$ cat src/rtl/keypad_pkg.sv
// Shared key codes, matrix geometry and per-scan result type for the keypad scanner.
package keypad_pkg;

    localparam int unsigned NUM_ROWS = 4;
    localparam int unsigned NUM_COLS = 4;

    localparam logic [3:0] KEY_0 = 4'd0;
    localparam logic [3:0] KEY_1 = 4'd1;
    localparam logic [3:0] KEY_2 = 4'd2;
    localparam logic [3:0] KEY_3 = 4'd3;
    localparam logic [3:0] KEY_4 = 4'd4;
    localparam logic [3:0] KEY_5 = 4'd5;
    localparam logic [3:0] KEY_6 = 4'd6;
    localparam logic [3:0] KEY_7 = 4'd7;
    localparam logic [3:0] KEY_8 = 4'd8;
    localparam logic [3:0] KEY_9 = 4'd9;
    localparam logic [3:0] KEY_A = 4'd10;
    localparam logic [3:0] KEY_B = 4'd11;
    localparam logic [3:0] KEY_C = 4'd12;
    localparam logic [3:0] KEY_D = 4'd13;
    localparam logic [3:0] KEY_E = 4'd14;
    localparam logic [3:0] KEY_F = 4'd15;

    typedef enum logic [1:0] {RES_NONE, RES_KEY, RES_MULTI} scan_res_e;

    // Matrix position (row * NUM_COLS + col) to key code.
    function automatic logic [3:0] key_code(input logic [3:0] idx);
        case (idx)
            4'd0:    key_code = KEY_1;
            4'd1:    key_code = KEY_2;
            4'd2:    key_code = KEY_3;
            4'd3:    key_code = KEY_A;
            4'd4:    key_code = KEY_4;
            4'd5:    key_code = KEY_5;
            4'd6:    key_code = KEY_6;
            4'd7:    key_code = KEY_B;
            4'd8:    key_code = KEY_7;
            4'd9:    key_code = KEY_8;
            4'd10:   key_code = KEY_9;
            4'd11:   key_code = KEY_C;
            4'd12:   key_code = KEY_0;
            4'd13:   key_code = KEY_F;
            4'd14:   key_code = KEY_E;
            default: key_code = KEY_D;
        endcase
    endfunction

endpackage

$ cat src/rtl/keypad_debounce.sv
// Debounces per-scan results into a stable key state and emits the key strobe.
// Optional auto-repeat of the strobe is enabled by defining KEYPAD_AUTOREPEAT_EN.
module keypad_debounce
    import keypad_pkg::*;
#(
    parameter int unsigned DEBOUNCE_SCANS = 4,
    parameter int unsigned REPEAT_SCANS   = 100
) (
    input  logic       clk_i,
    input  logic       rst_i,
    input  logic       res_valid_i,
    input  scan_res_e  res_i,
    input  logic [3:0] code_i,
    output logic [3:0] value_o,
    output logic       strobe_o
);

    localparam int unsigned CntW = $clog2(DEBOUNCE_SCANS + 1);

    scan_res_e       cand_res_q, cand_res_d, stable_res_q, stable_res_d;
    logic [3:0]      cand_code_q, cand_code_d, stable_code_q, stable_code_d;
    logic [CntW-1:0] cnt_q, cnt_d;
    logic [3:0]      value_q, value_d;
    logic            strobe_q, strobe_d;
    logic            stable_chg;

`ifdef KEYPAD_AUTOREPEAT_EN
    localparam int unsigned RepW = $clog2(REPEAT_SCANS + 1);
    logic [RepW-1:0] rep_q, rep_d;
`endif

    always_comb begin
        cand_res_d    = cand_res_q;
        cand_code_d   = cand_code_q;
        cnt_d         = cnt_q;
        stable_res_d  = stable_res_q;
        stable_code_d = stable_code_q;
        value_d       = value_q;
        strobe_d      = 1'b0;
        stable_chg    = 1'b0;
        if (res_valid_i) begin
            if (res_i == cand_res_q && code_i == cand_code_q) begin
                if (cnt_q != CntW'(DEBOUNCE_SCANS)) cnt_d = cnt_q + CntW'(1);
            end else begin
                cand_res_d  = res_i;
                cand_code_d = code_i;
                cnt_d       = CntW'(1);
            end
            // Non-key results carry code 0, so a plain code compare is exact.
            if (cnt_d == CntW'(DEBOUNCE_SCANS) && cand_res_d != RES_MULTI &&
                (cand_res_d != stable_res_q || cand_code_d != stable_code_q)) begin
                stable_res_d  = cand_res_d;
                stable_code_d = cand_code_d;
                stable_chg    = 1'b1;
                if (cand_res_d == RES_KEY) begin
                    value_d  = cand_code_d;
                    strobe_d = 1'b1;
                end
            end
        end
`ifdef KEYPAD_AUTOREPEAT_EN
        rep_d = rep_q;
        if (stable_chg) begin
            rep_d = '0;
        end else if (res_valid_i && stable_res_q == RES_KEY) begin
            if (rep_q == RepW'(REPEAT_SCANS - 1)) begin
                rep_d    = '0;
                strobe_d = 1'b1;
            end else begin
                rep_d = rep_q + RepW'(1);
            end
        end
`endif
    end

    always_ff @(posedge clk_i) begin
        if (rst_i) begin
            cand_res_q    <= RES_NONE;
            cand_code_q   <= '0;
            cnt_q         <= '0;
            stable_res_q  <= RES_NONE;
            stable_code_q <= '0;
            value_q       <= '0;
            strobe_q      <= 1'b0;
`ifdef KEYPAD_AUTOREPEAT_EN
            rep_q         <= '0;
`endif
        end else begin
            cand_res_q    <= cand_res_d;
            cand_code_q   <= cand_code_d;
            cnt_q         <= cnt_d;
            stable_res_q  <= stable_res_d;
            stable_code_q <= stable_code_d;
            value_q       <= value_d;
            strobe_q      <= strobe_d;
`ifdef KEYPAD_AUTOREPEAT_EN
            rep_q         <= rep_d;
`endif
        end
    end

    assign value_o  = value_q;
    assign strobe_o = strobe_q;

endmodule

$ cat src/rtl/keypad_scan_decoder.sv
// 4x4 keypad row scanner: drives rows, synchronizes and samples columns, decodes each scan.
// KEYPAD_AUTOREPEAT_EN enables strobe auto-repeat inside keypad_debounce.
module keypad_scan_decoder
    import keypad_pkg::*;
#(
    parameter int unsigned SCAN_DIV       = 50000,
    parameter int unsigned DEBOUNCE_SCANS = 4,
    parameter int unsigned REPEAT_SCANS   = 100
) (
    input  logic       clk,
    input  logic       rst,
    output logic [3:0] row,
    input  logic [3:0] col,
    output logic [3:0] value,
    output logic       key_pressed
);

    localparam int unsigned DivW = (SCAN_DIV > 1) ? $clog2(SCAN_DIV) : 1;

    typedef enum logic [1:0] {DriveR0, DriveR1, DriveR2, DriveR3} scan_st_e;

    scan_st_e    state_q;
    logic [DivW-1:0] div_q;
    logic [3:0]  row_q;
    logic [3:0]  col_meta_q, col_sync_q;
    logic [11:0] closed_q;
    logic        res_valid_q;
    scan_res_e   res_q;
    logic [3:0]  res_code_q;

    logic        last;
    logic [15:0] closed_all;
    logic [1:0]  hits;
    logic [3:0]  hit_code;
    scan_res_e   scan_res;
    logic [3:0]  scan_code;

    assign last       = (div_q == DivW'(SCAN_DIV - 1));
    // Row 3 closures come straight from the sample taken on the final dwell cycle.
    assign closed_all = {~col_sync_q, closed_q};

    always_comb begin
        hits     = 2'd0;
        hit_code = '0;
        for (int i = 0; i < NUM_ROWS * NUM_COLS; i++) begin
            if (closed_all[i]) begin
                if (hits != 2'd2) hits = hits + 2'd1;
                hit_code = key_code(4'(i));
            end
        end
        scan_res  = RES_NONE;
        scan_code = '0;
        if (hits == 2'd1) begin
            scan_res  = RES_KEY;
            scan_code = hit_code;
        end else if (hits == 2'd2) begin
            scan_res = RES_MULTI;
        end
    end

    always_ff @(posedge clk) begin
        if (rst) begin
            state_q     <= DriveR0;
            div_q       <= '0;
            row_q       <= 4'b1110;
            col_meta_q  <= '1;
            col_sync_q  <= '1;
            closed_q    <= '0;
            res_valid_q <= 1'b0;
            res_q       <= RES_NONE;
            res_code_q  <= '0;
        end else begin
            col_meta_q  <= col;
            col_sync_q  <= col_meta_q;
            res_valid_q <= 1'b0;
            if (last) begin
                div_q <= '0;
                unique case (state_q)
                    DriveR0: begin
                        state_q        <= DriveR1;
                        row_q          <= 4'b1101;
                        closed_q[3:0]  <= ~col_sync_q;
                    end
                    DriveR1: begin
                        state_q        <= DriveR2;
                        row_q          <= 4'b1011;
                        closed_q[7:4]  <= ~col_sync_q;
                    end
                    DriveR2: begin
                        state_q        <= DriveR3;
                        row_q          <= 4'b0111;
                        closed_q[11:8] <= ~col_sync_q;
                    end
                    default: begin
                        state_q     <= DriveR0;
                        row_q       <= 4'b1110;
                        closed_q    <= '0;
                        res_valid_q <= 1'b1;
                        res_q       <= scan_res;
                        res_code_q  <= scan_code;
                    end
                endcase
            end else begin
                div_q <= div_q + DivW'(1);
            end
        end
    end

    assign row = row_q;

    keypad_debounce #(
        .DEBOUNCE_SCANS(DEBOUNCE_SCANS),
        .REPEAT_SCANS  (REPEAT_SCANS)
    ) u_debounce (
        .clk_i      (clk),
        .rst_i      (rst),
        .res_valid_i(res_valid_q),
        .res_i      (res_q),
        .code_i     (res_code_q),
        .value_o    (value),
        .strobe_o   (key_pressed)
    );

endmodule

$ cat config.mk
export PLATFORM = sky130hd
export DESIGN_NAME = keypad_scan_decoder
export DESIGN_NICKNAME = d
export VERILOG_FILES = /design/src/rtl/keypad_pkg.sv /design/src/rtl/keypad_debounce.sv /design/src/rtl/keypad_scan_decoder.sv
export SDC_FILE = /design/constraint.sdc
export NUM_CORES = 1
export LEC_CHECK = 0
export CORE_UTILIZATION = 45
export CTS_BUF_LIST = sky130_fd_sc_hd__clkbuf_8
export DETAILED_ROUTE_END_ITERATION = 8
export PLACE_DENSITY = 0.58
export SYNTH_ARGS = -nofsm -noshare
export SYNTH_HDL_FRONTEND = slang
export SYNTH_SLANG_ARGS = --single-unit
$ cat constraint.sdc
create_clock -name clk -period 6.6 [get_ports clk]
set_input_delay 0.66 -clock clk [delete_from_list [all_inputs] [get_ports clk]]
set_output_delay 0.66 -clock clk [all_outputs]
set_load 0.005 [all_outputs]
==> results of run 1 <==
routing by layer:
layer  global-route usage [%]  up-vias
met4                     7.75        0
met5                        0        -
met2                     33.9       84
met3                     2.72       17
met1                     25.8     1963
li1                         -     2168
layout make-up:
class                           instances  area share, %
Timing Repair Buffer                   26           4.30
Inverter                               21           1.47
Multi-Input combinational cell        478           61.7
Sequential cell                        69           25.8
Tap cell                              136           3.18
Clock inverter                          6           1.03
Clock buffer                           10           2.57
final timing paths:
check | startpoint | endpoint | slack [ns] | cells past startpoint
worst max-delay path | closed_q[1] | res_code_q[2] | 0.38 | 23
worst min-delay path | col_meta_q[2] | col_sync_q[2] | 0.41 | 1
worst max register to register | closed_q[1] | res_code_q[2] | 0.38 | 23
worst min register to register | col_meta_q[2] | col_sync_q[2] | 0.41 | 1
worst max-delay path, stage by stage (launching register included):
cell and delay, ns:
dfxtp_1 0.40, inv_1 0.10, ha_1 0.36, or4b_1 0.56
o21a_1 0.20, o311a_1 0.20, nor4_4 0.36, a31o_4 0.26
xnor2_2 0.23, nor2_1 0.15, mux2_2 0.31, nor3_4 0.34
nand2b_1 0.19, o22a_1 0.19, mux2i_2 0.27, nand3_2 0.18
or4b_1 0.55, a21oi_1 0.15, o32a_1 0.20, inv_1 0.06
ha_1 0.31, nor4bb_2 0.32, a41oi_1 0.12, o21ai_1 0.16
sequential cells by signal (all words and copies together), names as in the netlist:
name	cells
div_q	16
closed_q	12
col_meta_q	4
col_sync_q	4
res_code_q	4
row	4
u_debounce.cand_code_q	4
u_debounce.stable_code_q	4
u_debounce.value_o	4
u_debounce.cnt_q	3
res_q	2
state_q	2
u_debounce.cand_res_q	2
u_debounce.stable_res_q	2
res_valid_q	1
u_debounce.strobe_o	1
Yosys cell counts (all sizes together) (5+ instances only):
library cell and n:
xor2 18, o211ai 9, a31oi 6, nand3b 11, o21a 5, mux2i 22
nor3 21, nand2b 9, a211oi 6, a21oi 42, nand2 48, and2 11
clkbuf 30, a211o 5, nor2 87, dfxtp 69, xnor2 19, a221oi 6
nand3 19, ha 15, or3 6, or2 15, o21ai 19, nand4 7
o221ai 5, inv 20
logic make-up (layout without fill, tap and decap cells):
group | Yosys count | in the layout | share of synthesized area (%)
DFF | 69 | 69 | 28.8
muxes | 26 | 26 | 5.52
AOI/OAI and AO/OA | 145 | 145 | 22.5
and+or+nand+nor | 253 | 254 | 26.8
buffers and inverters | 55 | 63 | 4.45
adders and majority gates | 15 | 15 | 3.91
xor gates and xnor gates | 37 | 38 | 8.00
timing repair:
item	CTS	global route
endpoints found under the setup margin	0	5
resized for setup	0	16
buffers inserted	0	11
hold endpoints to repair	0	0
metrics by stage:
step                      setup TNS, ns  hold WS (ns)  cells  area, sq um
after global placement                0         0.397    717         4990
after global routing             -0.133         0.429    746         5360
final                                 0         0.413    746         5360
after detailed placement              0         0.399    717         4990
after CTS                             0         0.416    733         5180
after floorplan                       0         0.389    600         4800
power by group through the flow:
stage / registers (mW) / logic (mW) / clock network [mW]
after global placement: 0.434 / 0.0246 / 0
after global routing: 0.425 / 0.0306 / 0.363
after detailed placement: 0.434 / 0.0251 / 0
after CTS: 0.425 / 0.0252 / 0.343
after floorplan: 0.431 / 0.0195 / 0
final: 0.425 / 0.0267 / 0.332
==> metrics.yaml, run 1 <==
outcome: "completed"
syn_inst: 600
postRouteWirelength_mm: 11.0
grt_usage_pct: 20.1
ys.flop_type: "dfxtp_1"
drv_slew: 0
setup_ws_ns: 0.378
vias: 4232
drive_above_1_share_pct: 13.8
port_buffers: 14
p_seq_share_pct: 54.2
antenna_found_initial: 0
ys_ff_latch: 69
die_area_sq_um: 11100
critical_path_required_ns: 6.88
pwr-share-clk_pct: 42.4
cts_max_path_buffers: 2
intPower_mw: 0.613
synth_top_area_share_pct: 28.8
synthTopCellsByArea: "dfxtp_1 29%, nor2_1 6.6%, mux2i_1 4.6%"
max_freq_ghz: 0.161
insertedDiodeCount: 0
num_rows: 37
final_util_pct: 51.9
route.met3.wl_um: 337
critPathCaptureType: "flip-flop"
synth.largest_area_cell: "dfxtp_1"
place_ws_ns: 0.191
grt_max_degree: 51
clockRootBuffer: "clkbuf_8"
top_layer: "met4"
path_clk_slew_ns: 0.07
grt_first_pass_wirelength_mm: 18.4
arrival_ns: 6.50
drt_iter0_markers: 255
finalCritPeriodShare_pct: 94.3
yosysUniqueCellTypes: 85
final_nets: 626
powerDensity_nw_per_um2: 146
start_util_pct: 46.5
vias_per_cell: 5.67
cts_hold_buf: 0
finalCriticalPeriod_ns: 6.22
drc_errors: 0
hold_path_class: "reg2reg"
combPwrFrac_pct: 3.4
p_total_mw: 0.784
p_sw_mw: 0.171
synth_edf_count: 0
multi_input_area_sq_um: 3300
seq_area_sq_um: 1380
wl_met2_mm: 5.35
layout_common_cells: "84 x nor2_1, 68 x dfxtp_1, 46 x nand2_1"
dieWidth_um: 105
dr.pass1.iters: 5
drv_cap: 0
gp_congestion: 0.859
cts-htree-levels: 3
crit_fanout: 8
synth_fp_nets: 621
final_hold_viol_count: 0
yosysSeqAreaShare_pct: 28.8
critPathKind: "reg2reg"
worstSkewPairLatency_ns: 0.34
synth_warnings: 0
final_common_cell: "nor2_1"
dp_hpwl_mm: 7.72
setup_viol: 0
p_leak_nw: 1.94
grt_pass1_vias: 3886
worst_pin_slew_ns: 0.607
die_h_um: 105
coreArea_sq_um: 10300
ioPinCount: 15
clock_skew_ns: 0.00819
netSwitchingFraction_pct: 21.8
relSlewSlack_pct: 59.5
grt.overflow.total: 0
cts.sinks: 69
synth_area_sq_um: 4800
tritoncts: "built"
ant_nets: 0
ir_worst_vdd_v: 0.000108
drt-met1-wl_mm: 5.15
ys_async_sr_fraction_pct: 0
area_growth_pct: 11.6
wire_per_inst_um: 14.8
critPathLaunchType: "flip-flop"
numCtsBuffers: 9
num-fill-cells: 1025
syn_avg_cell_area_sq_um: 8.01
(Power assumes the default switching activity.)
==> run 2: changes to the inputs <==
- CAP_MARGIN: default -> 30
- MAX_ROUTING_LAYER: default -> met4
==> metrics.yaml, run 2 (synthesis gave the netlist of run 1 again) <==
largest_registers: "div_q: 16 flops, closed_q: 12 flops"
clock_skew_ns: 0.0101  # +0.00193 ns
numCtsBuffers: 9  # unchanged
port_buffers: 14  # unchanged
final_nets: 627  # +0.16%
dp_hpwl_mm: 7.93  # +2.7%
r2r_setup_slack_ns: 0.35  # -0.02 ns
seq_area_sq_um: 1380  # about the same
cts_hold_buf: 0  # unchanged
max_stage_delay_ns: 0.57  # about the same
wire_per_inst_um: 15.1  # +2.6%
dr.pass1.iters: 5  # unchanged
start_util_pct: 46.5  # unchanged
grt_usage_pct: 21.3  # +1.2 points
antenna_found_initial: 0  # unchanged
grt_pass1_vias: 4109  # +5.7%
critical_path_required_ns: 6.88  # about the same
p_leak_nw: 1.94  # +0.17%
die_area_sq_um: 11100  # unchanged
final_util_pct: 52.4  # +0.51 points
worstSkewPairLatency_ns: 0.34  # about the same
critPathLaunchType: "flip-flop"
largest_register_ffs: 16  # unchanged
cts.sinks: 69  # unchanged
regMostFlops: "div_q"
critPathKind: "reg2reg"
critPathCaptureType: "flip-flop"
drive_above_1_share_pct: 15.7  # +1.9 points
die_h_um: 105  # unchanged
hold_path_class: "reg2reg"
gp_congestion: 0.879  # +2.4%
crit_fanout: 9  # +1
drv_slew: 0  # unchanged
relSlewSlack_pct: 56.2  # -3.3 points
area_growth_pct: 12.7
powerDensity_nw_per_um2: 147  # +0.49%
final_common_cell: "nor2_1"
tritoncts: "built"
crit_chain: "inv_1 -> ha_1 -> or4b_1 -> o211a_2 -> and4_4 -> nor4_4 -> a31o_4 -> xnor2_2 -> nor2_1 -> mux2_2 -> nor3_4 -> o211ai_1 -> o22a_1 -> mux2i_2 -> nand3_2 -> or4b_1 -> a21oi_1 -> o32a_1 -> inv_1 -> ha_1 -> nor4bb_4 -> a41oi_1 -> o21ai_1"
final_hold_viol_count: 0  # unchanged
finalCriticalPeriod_ns: 6.25  # +0.0243 ns
vias_per_cell: 5.80  # +2.2%
grt_max_degree: 51  # unchanged
vias: 4331  # +2.3%
ioPinCount: 15  # unchanged
grt_first_pass_wirelength_mm: 19.0  # +3.1%
layout_common_cells: "83 x nor2_1, 67 x dfxtp_1, 46 x nand2_1"
ir_worst_vdd_v: 0.000152  # +41%
dieWidth_um: 105  # unchanged
coreArea_sq_um: 10300  # unchanged
num_rows: 37  # unchanged
worst_pin_slew_ns: 0.657  # +0.0500 ns
outcome: "completed"
p_total_mw: 0.795  # +1.5%
grt.overflow.total: 0  # unchanged
multi_input_area_sq_um: 3330  # +0.87%
cts-htree-levels: 3  # unchanged
drv_cap: 0  # unchanged
path_clk_slew_ns: 0.08  # about the same
num-fill-cells: 987  # -3.7%
cts_max_path_buffers: 2  # unchanged
slowest_stage: "or4b_1"
finalCritPeriodShare_pct: 94.6  # +0.37 points
ant_nets: 0  # unchanged
insertedDiodeCount: 0  # unchanged
clockRootBuffer: "clkbuf_8"
setup_viol: 0  # unchanged
drc_errors: 0  # unchanged
max_freq_ghz: 0.160  # -0.39%
arrival_ns: 6.52  # +0.02 ns
drt_iter0_markers: 253  # -0.78%
postRouteWirelength_mm: 11.3  # +2.7%
==> run 2: cell types whose count changed in the layout (fill, tap and decap cells not counted), moves of 2 or more <==
cell,before,now
buf_4,12,14
inv_1,22,20
a21oi_2,1,3
a21oi_1,41,39
clkinvlp_4,1,3
==> run 2: per-layer routing <==
| layer | global-route usage (%) | part of all wire (%) | vias up |
|---|---|---|---|
| met3 | 3.83 | 3.4 | 24 |
| met4 | 7.85 | 2.3 | 0 |
| li1 | - | - | 2173 |
| met2 | 35.9 | 50 | 95 |
| met1 | 25.3 | 45 | 2039 |
| met5 | - | 0 | - |
==> run 2: worst max-delay path, delay by kind of cell (launching register included) <==
kind	cells	cell delay, ns
flops	1	0.37
compound gates	8	1.55
mux	2	0.56
fa+ha+maj	2	0.71
xor+xnor	1	0.23
simple gates	8	2.64
buf+inv	2	0.13
==> run 2: cell type report <==
| class | count | share of cell area [%] |
|---|---|---|
| multi-input cells | 477 | 61.6 |
| clock buffers | 10 | 2.54 |
| flip-flops and latches | 69 | 25.6 |
| inverters | 21 | 1.46 |
| clock inverters | 6 | 1.16 |
| well taps | 136 | 3.14 |
| repair buffers | 28 | 4.53 |
==> run 2: worst paths after layout <==
check             endpoint  cells after the start          start
max reg2reg  res_code_q[2]                     23    closed_q[0]
min          col_sync_q[0]                      1  col_meta_q[0]
max          res_code_q[2]                     23    closed_q[0]
min reg2reg  col_sync_q[0]                      1  col_meta_q[0]
==> run 2: through the flow <==
| step | worst slack (ns) | setup TNS [ns] | cells | hold WS (ns) | cell area, sq um |
|---|---|---|---|---|---|
| CTS | 0.0823 | 0 | 733 | 0.410 | 5190 |
| global placement | 0.329 | 0 | 717 | 0.398 | 4990 |
| detailed placement | 0.124 | 0 | 717 | 0.400 | 4990 |
| floorplan | 0.842 | 0 | 600 | 0.389 | 4800 |
| finish | 0.354 | 0 | 747 | 0.414 | 5410 |
| global route | -0.0292 | -0.0435 | 747 | 0.431 | 5410 |
==> run 2: timing repair <==
item,4_1_cts,5_1_grt
gates resized for setup,0,25
endpoints found under the setup margin,0,5
setup buffers,0,13
==> run 2: power breakdown <==
| group | leakage (nW) | switching [mW] | internal (mW) |
|---|---|---|---|
| Clock | 0.0943 | 0.161 | 0.183 |
| Combinational | 1.29 | 0.0148 | 0.0117 |
| Sequential | 0.559 | 0.00483 | 0.420 |
